[src/rtl/cen_controller_if.sv]
// Bus between the centering controller, the sample RAM, the centering subtractor
// and the whitening-stage result buffer. The controller connects as master.
interface cen_controller_if #(
    parameter int unsigned DATA_W = 26,
    parameter int unsigned ADDR_W = 10
);
    logic              GO;
    logic [ADDR_W-1:0] rd_addr;
    logic              rd_en;
    logic [DATA_W-1:0] x1_in;
    logic [DATA_W-1:0] x2_in;
    logic [DATA_W-1:0] x3_in;
    logic [DATA_W-1:0] x4_in;
    logic [DATA_W-1:0] res1;
    logic [DATA_W-1:0] res2;
    logic [DATA_W-1:0] res3;
    logic [DATA_W-1:0] res4;
    logic              sub_en;
    logic [ADDR_W-1:0] wr_addr;
    logic              wr_en;
    logic              busy;
    logic              done;

    modport master (
        input  GO, x1_in, x2_in, x3_in, x4_in,
        output rd_addr, rd_en, res1, res2, res3, res4, sub_en, wr_addr, wr_en, busy, done
    );

    modport slave (
        output GO, x1_in, x2_in, x3_in, x4_in,
        input  rd_addr, rd_en, res1, res2, res3, res4, sub_en, wr_addr, wr_en, busy, done
    );
endinterface

[src/rtl/cen_controller.sv]
// Centering-stage sequencer: pass 1 averages N 4-channel samples, pass 2 replays them
// through the subtractor. Define CEN_ROUND_EN for a round-half-up, saturating mean.
module cen_controller #(
    parameter int unsigned DATA_W = 26,
    parameter int unsigned LOG2_N = 10,
    parameter int unsigned ADDR_W = LOG2_N
) (
    input  logic              clk,
    input  logic              rst_n,
    cen_controller_if.master  bus
);
    localparam int unsigned ACC_W = DATA_W + LOG2_N;
    localparam logic [ADDR_W-1:0] LastAddr = ADDR_W'((2 ** LOG2_N) - 1);

    typedef enum logic [2:0] {
        StIdle,
        StAcc,
        StAccDrain,
        StMean,
        StSub,
        StSubDrain,
        StFin
    } state_e;

    state_e            state_q, state_d;
    logic [ADDR_W-1:0] addr_q, addr_d;
    logic              rd_en_q, rd_en_d;
    logic              rd_v_q, rd_v_d;
    logic              sub_en_q, sub_en_d;
    logic              wr_en_q, wr_en_d;
    logic [ADDR_W-1:0] addr_p_q, addr_p_d;
    logic [ADDR_W-1:0] wr_addr_q, wr_addr_d;
    logic              drain_q, drain_d;
    logic [ACC_W-1:0]  acc_q [4];
    logic [ACC_W-1:0]  acc_d [4];
    logic [DATA_W-1:0] res_q [4];
    logic [DATA_W-1:0] res_d [4];
    logic [DATA_W-1:0] x_in  [4];

    assign x_in[0] = bus.x1_in;
    assign x_in[1] = bus.x2_in;
    assign x_in[2] = bus.x3_in;
    assign x_in[3] = bus.x4_in;

    function automatic logic [DATA_W-1:0] mean_of(input logic [ACC_W-1:0] acc);
`ifdef CEN_ROUND_EN
        logic [ACC_W:0]        sum;
        logic [ACC_W-LOG2_N:0] quo;
        sum = {1'b0, acc} + ((ACC_W + 1)'(1) << (LOG2_N - 1));
        quo = sum[ACC_W:LOG2_N];
        mean_of = quo[DATA_W] ? {DATA_W{1'b1}} : quo[DATA_W-1:0];
`else
        mean_of = acc[ACC_W-1:LOG2_N];
`endif
    endfunction

    always_comb begin
        state_d   = state_q;
        addr_d    = addr_q;
        rd_en_d   = rd_en_q;
        drain_d   = drain_q;
        rd_v_d    = rd_en_q;
        sub_en_d  = (state_q == StSub) && rd_en_q;
        wr_en_d   = sub_en_q;
        addr_p_d  = addr_q;
        wr_addr_d = addr_p_q;
        for (int k = 0; k < 4; k++) begin
            acc_d[k] = acc_q[k];
            res_d[k] = res_q[k];
        end

        // Read data lags rd_en by one cycle, so the last sample lands in ACC_DRAIN.
        if (rd_v_q && (state_q == StAcc || state_q == StAccDrain)) begin
            for (int k = 0; k < 4; k++) begin
                acc_d[k] = acc_q[k] + ACC_W'(x_in[k]);
            end
        end

        case (state_q)
            StIdle: begin
                if (bus.GO) begin
                    for (int k = 0; k < 4; k++) begin
                        acc_d[k] = '0;
                    end
                    addr_d  = '0;
                    rd_en_d = 1'b1;
                    state_d = StAcc;
                end
            end
            StAcc: begin
                if (addr_q == LastAddr) begin
                    rd_en_d = 1'b0;
                    state_d = StAccDrain;
                end else begin
                    addr_d = addr_q + 1'b1;
                end
            end
            StAccDrain: begin
                state_d = StMean;
            end
            StMean: begin
                for (int k = 0; k < 4; k++) begin
                    res_d[k] = mean_of(acc_q[k]);
                end
                addr_d  = '0;
                rd_en_d = 1'b1;
                state_d = StSub;
            end
            StSub: begin
                // One idle SUB cycle after the last read lets sub_en flush before draining.
                if (rd_en_q) begin
                    if (addr_q == LastAddr) begin
                        rd_en_d = 1'b0;
                    end else begin
                        addr_d = addr_q + 1'b1;
                    end
                end else begin
                    drain_d = 1'b0;
                    state_d = StSubDrain;
                end
            end
            StSubDrain: begin
                if (drain_q) begin
                    state_d = StFin;
                end else begin
                    drain_d = 1'b1;
                end
            end
            StFin: begin
                state_d = StIdle;
            end
            default: begin
                state_d = StIdle;
            end
        endcase
    end

    always_ff @(posedge clk) begin
        if (!rst_n) begin
            state_q   <= StIdle;
            addr_q    <= '0;
            rd_en_q   <= 1'b0;
            rd_v_q    <= 1'b0;
            sub_en_q  <= 1'b0;
            wr_en_q   <= 1'b0;
            addr_p_q  <= '0;
            wr_addr_q <= '0;
            drain_q   <= 1'b0;
            for (int k = 0; k < 4; k++) begin
                acc_q[k] <= '0;
                res_q[k] <= '0;
            end
        end else begin
            state_q   <= state_d;
            addr_q    <= addr_d;
            rd_en_q   <= rd_en_d;
            rd_v_q    <= rd_v_d;
            sub_en_q  <= sub_en_d;
            wr_en_q   <= wr_en_d;
            addr_p_q  <= addr_p_d;
            wr_addr_q <= wr_addr_d;
            drain_q   <= drain_d;
            for (int k = 0; k < 4; k++) begin
                acc_q[k] <= acc_d[k];
                res_q[k] <= res_d[k];
            end
        end
    end

    assign bus.rd_addr = addr_q;
    assign bus.rd_en   = rd_en_q;
    assign bus.res1    = res_q[0];
    assign bus.res2    = res_q[1];
    assign bus.res3    = res_q[2];
    assign bus.res4    = res_q[3];
    assign bus.sub_en  = sub_en_q;
    assign bus.wr_addr = wr_addr_q;
    assign bus.wr_en   = wr_en_q;
    assign bus.busy    = (state_q != StIdle);
    assign bus.done    = (state_q == StFin);
endmodule

[src/flat_wrapper.sv]
// flat-port wrapper written by rule: the top's interface ports become plain ports
module cen_controller_flat 
#(
    parameter int unsigned DATA_W = 26,
    parameter int unsigned LOG2_N = 10,
    parameter int unsigned ADDR_W = LOG2_N
)
  (clk, rst_n, bus_GO, bus_x1_in, bus_x2_in, bus_x3_in, bus_x4_in, bus_rd_addr, bus_rd_en, bus_res1, bus_res2, bus_res3, bus_res4, bus_sub_en, bus_wr_addr, bus_wr_en, bus_busy, bus_done);
  cen_controller_if #(.DATA_W(DATA_W), .ADDR_W(ADDR_W)) bus_i ();
  input  logic clk;
  input  logic rst_n;
  input wire logic [$bits(bus_i.GO)-1:0] bus_GO;
  input wire logic [$bits(bus_i.x1_in)-1:0] bus_x1_in;
  input wire logic [$bits(bus_i.x2_in)-1:0] bus_x2_in;
  input wire logic [$bits(bus_i.x3_in)-1:0] bus_x3_in;
  input wire logic [$bits(bus_i.x4_in)-1:0] bus_x4_in;
  output wire logic [$bits(bus_i.rd_addr)-1:0] bus_rd_addr;
  output wire logic [$bits(bus_i.rd_en)-1:0] bus_rd_en;
  output wire logic [$bits(bus_i.res1)-1:0] bus_res1;
  output wire logic [$bits(bus_i.res2)-1:0] bus_res2;
  output wire logic [$bits(bus_i.res3)-1:0] bus_res3;
  output wire logic [$bits(bus_i.res4)-1:0] bus_res4;
  output wire logic [$bits(bus_i.sub_en)-1:0] bus_sub_en;
  output wire logic [$bits(bus_i.wr_addr)-1:0] bus_wr_addr;
  output wire logic [$bits(bus_i.wr_en)-1:0] bus_wr_en;
  output wire logic [$bits(bus_i.busy)-1:0] bus_busy;
  output wire logic [$bits(bus_i.done)-1:0] bus_done;
  assign bus_i.GO = bus_GO;
  assign bus_i.x1_in = bus_x1_in;
  assign bus_i.x2_in = bus_x2_in;
  assign bus_i.x3_in = bus_x3_in;
  assign bus_i.x4_in = bus_x4_in;
  assign bus_rd_addr = bus_i.rd_addr;
  assign bus_rd_en = bus_i.rd_en;
  assign bus_res1 = bus_i.res1;
  assign bus_res2 = bus_i.res2;
  assign bus_res3 = bus_i.res3;
  assign bus_res4 = bus_i.res4;
  assign bus_sub_en = bus_i.sub_en;
  assign bus_wr_addr = bus_i.wr_addr;
  assign bus_wr_en = bus_i.wr_en;
  assign bus_busy = bus_i.busy;
  assign bus_done = bus_i.done;
  cen_controller #(.DATA_W(DATA_W), .LOG2_N(LOG2_N), .ADDR_W(ADDR_W)) u_core (.clk(clk), .rst_n(rst_n), .bus(bus_i));
endmodule
[config.mk]
export PLATFORM = sky130hd
export DESIGN_NAME = cen_controller_flat
export DESIGN_NICKNAME = d
export VERILOG_FILES = /design/src/rtl/cen_controller_if.sv /design/src/rtl/cen_controller.sv /design/src/flat_wrapper.sv
export SDC_FILE = /design/constraint.sdc
export NUM_CORES = 1
export LEC_CHECK = 0
export ABC_AREA = 1
export ABC_CLOCK_PERIOD_IN_PS = 2450
export CORE_ASPECT_RATIO = 0.6
export CORE_MARGIN = 2
export CORE_UTILIZATION = 35
export CTS_CLUSTER_SIZE = 28
export DETAILED_ROUTE_END_ITERATION = 6
export GPL_TIMING_DRIVEN = 0
export HOLD_SLACK_MARGIN = 0.05
export PLACE_DENSITY = 0.56
export REMOVE_ABC_BUFFERS = 1
export SYNTH_ARGS = -nofsm -noshare
export SYNTH_HDL_FRONTEND = slang
export SYNTH_SLANG_ARGS = --single-unit
[constraint.sdc]
create_clock -name clk -period 2.45 [get_ports clk]
set_input_delay 0.49 -clock clk [delete_from_list [all_inputs] [get_ports clk]]
set_output_delay 0.49 -clock clk [all_outputs]
set_load 0.1 [all_outputs]
# Yosys cells after proc, flatten, opt, wreduce, memory -nomap -nowiden
# Memories as Yosys holds them, arrays and structs flattened.
# Cells that the tools add are included.
# classes
addsub	5
n_eq_ne	12
muxes	30
bitwise_logic	8
n_reduce_logical	11
# ops
cell	count
2-to-1 mux 144 bit	3
adder 36 x 26 -> 36 bit	4
2-to-1 mux 36 bit	4
2-to-1 mux 104 bit	1
2-to-1 mux 26 bit	4
case mux 10 bit (4 select lines)	1
2-to-1 mux 10 bit	3
case mux 3 bit (6 select lines)	1
2-to-1 mux 3 bit	4
adder 10 x 1 -> 10 bit (second input constant)	1
equality test 10 bit (second input constant)	1
equality test 3 bit (second input constant)	3
bitwise OR 1 bit	8
2-to-1 mux 1 bit	7
equality test 3 x 2 -> 1 bit (second input constant)	2
inequality test 2 bit (second input constant)	3
AND reduction 3 bit	2
inequality test 2 x 1 -> 1 bit (second input constant)	2
case mux 1 bit (4 select lines)	1
AND reduction 4 bit	1
nonzero test 4 bit	1
equality test 3 x 1 -> 1 bit (second input constant)	1
logical NOT 3 bit	1
nonzero test 3 bit	1
5 further kinds	6
# totals
register_bits	38
ramBits	248
input_bits	107
memories	2
# memory_table
name	words	word_bits	rd	rd_clocked_by_memory_dff	write_ports	line_no	text
u_core.acc_q	4	36	4	0	4	cen_controller.sv:34	logic [ACC_W-1:0] acc_q [4];
u_core.res_q	4	26	4	0	4	cen_controller.sv:36	logic [DATA_W-1:0] res_q [4];

# Depth between registers and ports, before layout
# logic_depth
ltp_word	7
ltp_mapped	16

# Worst setup path after synthesis
# OpenSTA, ideal clock, no wires.
# synth_path
path_kind	reg2reg
startpoint	register u_core.addr_q[0] (netlist: u_core.bus.rd_addr[0])
endpoint	register u_core.addr_q[6] (netlist: u_core.bus.rd_addr[6])
setup_time_ns	0.138
t_arrival_ns	2.188
setup_slack_ns	0.125
stages_incl_launch_ff	9
n_path_buf	1
synth_period_minus_slack_ns	2.325
cell_sequence	dfxtp_1 ha_1 nand4_1 nor2_1 nand3_2 nand2_2 buf_6 o21ai_1 nor3b_2
# synth_via
elab_chain_cells	4
elab_cells_between_ends	5
classes_between	1 x add/sub; 1 x eq/ne; 3 x mux
# synth_rtl
item	line_no	text
start, declared	cen_controller.sv:26	logic [ADDR_W-1:0] addr_q, addr_d;
start signal, assigned	cen_controller.sv:155	addr_q <= addr_d;
adder 10 x 1 -> 10 bit / equality test 10 bit (equally long branches)	--	
2-to-1 mux 10 bit *	cen_controller.sv:91, cen_controller.sv:112	
2-to-1 mux 10 bit	cen_controller.sv:111	if (rd_en_q) begin
case mux 10 bit (4 select lines) *	cen_controller.sv:79	case (state_q)
# Every way passes the cells marked *; elsewhere a longest branch is shown, timed or not. The select of a mux whose other input is x is not followed.
# A chain may end at the register's enable or synchronous reset.

# Worst setup path after layout
# layout_path
startpoint	register u_core.addr_q[2] (netlist: u_core.bus.rd_addr[2])
endpoint	output port bus_rd_addr[2]
# layout_rtl
item	line_no	text
end, declared	flat_wrapper.sv:17	output wire logic [$bits(bus_i.rd_addr)-1:0] bus_rd_addr;
# No word-level cell between the ends.

==> results.md <==
- The run finished with clean final reports.
- The most area-hungry cell type in the Yosys netlist is dfxtp_1.
- The number of instances in the synthesized netlist is 2931.
- The floorplan step defined a die boundary enclosing 54300 um^2.
- The post-placement worst setup slack is -787 ps.
- Traced cell by cell, the critical path runs through dlygate4sd2_1.
- The initial cell density of the core is 35.7%.
- The setup slack on the worst flop-to-flop path is roughly 160 ps.
- The total number of vias is 19.3k.
- In this run the cell area of the synthesized design comes to 18300 um^2.
- For this run, asynchronously set or reset flops after synthesis account for 0%.
- The share of Yosys cell area claimed by the top area cell type is 31.2%.
- Summing all non-filler instances in the final layout gives an area of about 23000 um^2.
- For this run, the detailed router's first-pass iteration total came to 5.
- The critical register-to-register path endpoint is u_core.acc_q[1][34].
- The min-delay analysis places its worst path in the category reg2reg.
- The most used flip-flop cell after synthesis is dfxtp_1.
- Summed over all cells, the static leakage comes to 11.5 nW.
- Of the synthesized area, sequential elements account for 31.2%.
- After clock tree synthesis, the clock-pin slew on the worst setup and hold paths is 60 ps.
- The required time of the worst setup path is 1960 ps.
- The cell sitting at the root of the clock tree is a clkbuf_16.
- In the synthesized netlist, the cells that appear most often are nand2_1 (678), nor2_1 (493), inv_1 (414).
- Dividing the detail-routed via count by the number of cells gives 4.98.
- The number of nets in the final layout is approximately 3.4k.
- After routing, the total negative slack on setup checks comes to 0 ps.
- Synthesis inferred 286 register bits.
- The highest-delay cell along the critical path is dlygate4sd2_1.
- The share of cells above drive strength 1 is between 5 and 6%.
- The final setup skew is 14.4 ps.
- After global routing the overflow that remains totals 0.
- The top fanout value on the critical path is 5.
- The fill cell instance count of the final layout is 5459.
- The depth of the most critical reg-to-reg path is 15.
- In this run the critical register-to-register path is launched from u_core.acc_q[1][0].
- The remaining max-slew budget at the tightest pin is a little over a quarter.
- The number of warnings printed during yosys synthesis is 0.
- The worst endpoint data arrival time is 1900 ps.
- The measured slew at the worst slew-check pin is 1090 ps.
- The shortest clock period the worst path allows after layout is 2390 ps.
- The level count of the clock H-tree is 1.
- The post-route worst setup slack is 55.4 ps.
- By startpoint and endpoint, the worst setup path is classified as reg2out.
- The critical path buffer and inverter count is 1.
- The initialized floorplan defines 64 standard-cell rows.
- The number of slew-limit violations in the final report was 0.
- On the worst path, the slowest cell contributes a delay of 890 ps.
- The HPWL after detailed placement is 47400 um.
- The region available for standard cell placement spans 51300 um^2.
- The final layout contains routed wiring with a total length of around 64000 um.
- The placement-stage cell area is approximately 21000 um^2.
- The tool flagged a number of max-cap violations equal to 0.
- The relative area change from synthesis to final layout is 23.1%.
- In the routed design, unresolved DRC markers number 0.
- The first global-routing pass estimated 98600 um of wire.
- Setup violations remaining at the end of the flow were counted as 0.
- In this run, synthesis inferred 0 flip-flops with an integrated enable.
- Entering global routing, the biggest net connects 72 pins.
- The element type at the critical path start is a flip-flop.
- The startpoint identified for the worst hold timing path is u_core.addr_p_q[0].
- The worst hold path was traced through 2 stages.
- The clock insertion delay at the later pin of the skew report is between 500 and 600 ps.
- Port buffering added 235 buffers.
- The number of endpoints with negative hold slack in the final report is 0.
- In the post-synthesis netlist, the biggest area contributors are dfxtp_1 (31%), nand2_1 (14%), nor2_1 (10%), inv_1 (8.5%), ha_1 (7.2%).
- Once detail routing completed, the nets flagged for antenna violations numbered 0.
- The CTS tree is built.
- The number of CTS-inserted buffers is 31.
- Across every metal layer, demand over resource in global routing totals 22.7%.
- The final clock period utilization by the worst path is 97.7%.
- The mean routed wirelength per cell is 16.7 um.
- The via count of the first global-routing pass is 17.7k.
- CTS saw 286 sinks.
- The area of combinational cells with multiple inputs is 10700 um^2.
- The die extent in x is 300 um.
- In the post-synthesis netlist, the cell with the most instances is nand2_1.
- The power per standard cell area is 778 nW/um^2.
- The number of DRC markers in iteration 0 is 1276.
- The design draws approximately 18 mW.
- Across the VDD grid, the largest voltage drop is 705 uV.
- The congestion estimate from routability-driven global placement came to 0.916.
- Counting along the longest clock path gives a buffer depth of 3.
- Grouping stages by cell kind, the critical path spends the most delay in buffers and inverters.
- STA classifies the critical path endpoint as a primary output.
- The synthesized netlist contains 40 unique library cells.
- The endpoint of the worst hold path is u_core.bus.wr_addr[0].
- The sequential cells in the finished layout cover a total of 5730 um^2.
- After synthesis, the mean cell area works out to 6.26 um^2.
- The initial antenna violation count is 3.
- The die span in y is 181 um.
- The count of pins on the block boundary is 236.
- Across all hold checks on the routed design, the worst slack comes to 409 ps.
- Static timing analysis puts the maximum clock frequency at ~420 MHz.
worst max path at each step:
stage	startpoint	to	slack [ps]	cells after the start
3_5_place_dp	bus_x4_in[0]	u_core.acc_q[3][34]	-790	16
5_1_grt	u_core.acc_q[1][0]	u_core.acc_q[1][34]	-8	15
4_1_cts	u_core.bus.rd_addr[7]	bus_rd_addr[7]	0.9	1
6_report	u_core.bus.rd_addr[2]	bus_rd_addr[2]	60	1
2_1_floorplan	u_core.state_q[1]	u_core.res_q[0][0]	-3140	5
3_3_place_gp	u_core.state_q[1]	u_core.res_q[2][23]	-9050	5
tightest hold or removal path, stage by stage (launching register included):
cell,delay (ps)
dfxtp_1,310
nand2_1,50
inv_1,40
state kept, by name, indices dropped and copies added (netlist names):
| signal | count |
|---|---|
| u_core.acc_q | 144 |
| u_core.addr_p_q | 10 |
| u_core.bus.rd_addr | 10 |
| u_core.bus.rd_en | 1 |
| u_core.bus.sub_en | 1 |
| u_core.bus.wr_addr | 10 |
| u_core.bus.wr_en | 1 |
| u_core.drain_q | 1 |
| u_core.rd_v_q | 1 |
| u_core.res_q | 104 |
| u_core.state_q | 3 |
stage by stage:
step	utilization (%)	std cells
2_1_floorplan	-	2852
3_3_place_gp	41.1	3780
3_5_place_dp	41.7	3790
4_1_cts	43.6	3851
5_1_grt	44.0	3867
6_report	44.0	3868
where the power goes:
part / leakage [nW] / switching, mW / internal, mW / total (mW)
clock network: 0.507 / 2.08 / 2.74 / 4.82
logic: 8.68 / 5.55 / 1.70 / 7.24
registers: 2.31 / 0.324 / 5.18 / 5.51
total: 11.5 / 7.95 / 9.62 / 17.6
cells in the final DEF, fill, tap and decap left out, types with 4 or more instances in the layout:
master	count
buf_4	12
ha_1	102
diode_2	4
nor3_2	6
inv_1	414
nor3_1	37
o211ai_1	28
a21oi_1	222
a31o_2	4
dlygate4sd2_1	119
nor2_1	490
inv_2	6
clkinv_4	4
dfxtp_1	286
o21ai_0	216
nand2_2	16
o21ai_1	4
o21ai_2	5
nor4_1	4
and2_1	5
inv_6	6
nand4_1	45
clkbuf_2	6
o21bai_1	6
nand2_1	669
nand3_2	19
clkbuf_16	32
nor2_2	6
or2_2	14
nand3_1	196
clkinv_2	7
buf_16	8
fa_1	4
clkdlybuf4s50_1	105
xor2_1	10
xnor2_1	18
final cells by class:
class | instances | area share, %
diodes | 4 | 0.0443
clock buffers | 37 | 3.67
clock inverters | 19 | 0.892
inverters | 423 | 7.18
multi-input cells | 2145 | 47.4
flip-flops and latches | 286 | 25.4
well taps | 693 | 3.84
repair buffers | 259 | 11.5
repair inverters | 2 | 0.0776
what timing repair did:
action,CTS,global route
endpoints found under the setup margin,229,70
setup buffers,1,10
pin swaps,2,4
gates cloned,4,3
gates resized for setup,149,32
hold buffers,0,0
per-layer routing:
layer	wire length, um	vias up	global-route usage [%]	part of all wire [%]
met5	0	-	0	0
met4	1270	0	5.16	2.0
met1	33400	8837	34.4	52
met3	3710	64	3.38	5.8
li1	-	9857	-	-
met2	26100	494	33.3	40
logic make-up after synthesis:
logic type	count (synthesis)	share of synthesized area, %
xor+xnor	28	1.34
fa+ha+maj	109	7.60
simple gates	1514	34.6
buf+inv	502	11.1
compound gates	492	14.2
flops	286	31.2
Power figures use the tool's default switching activity.
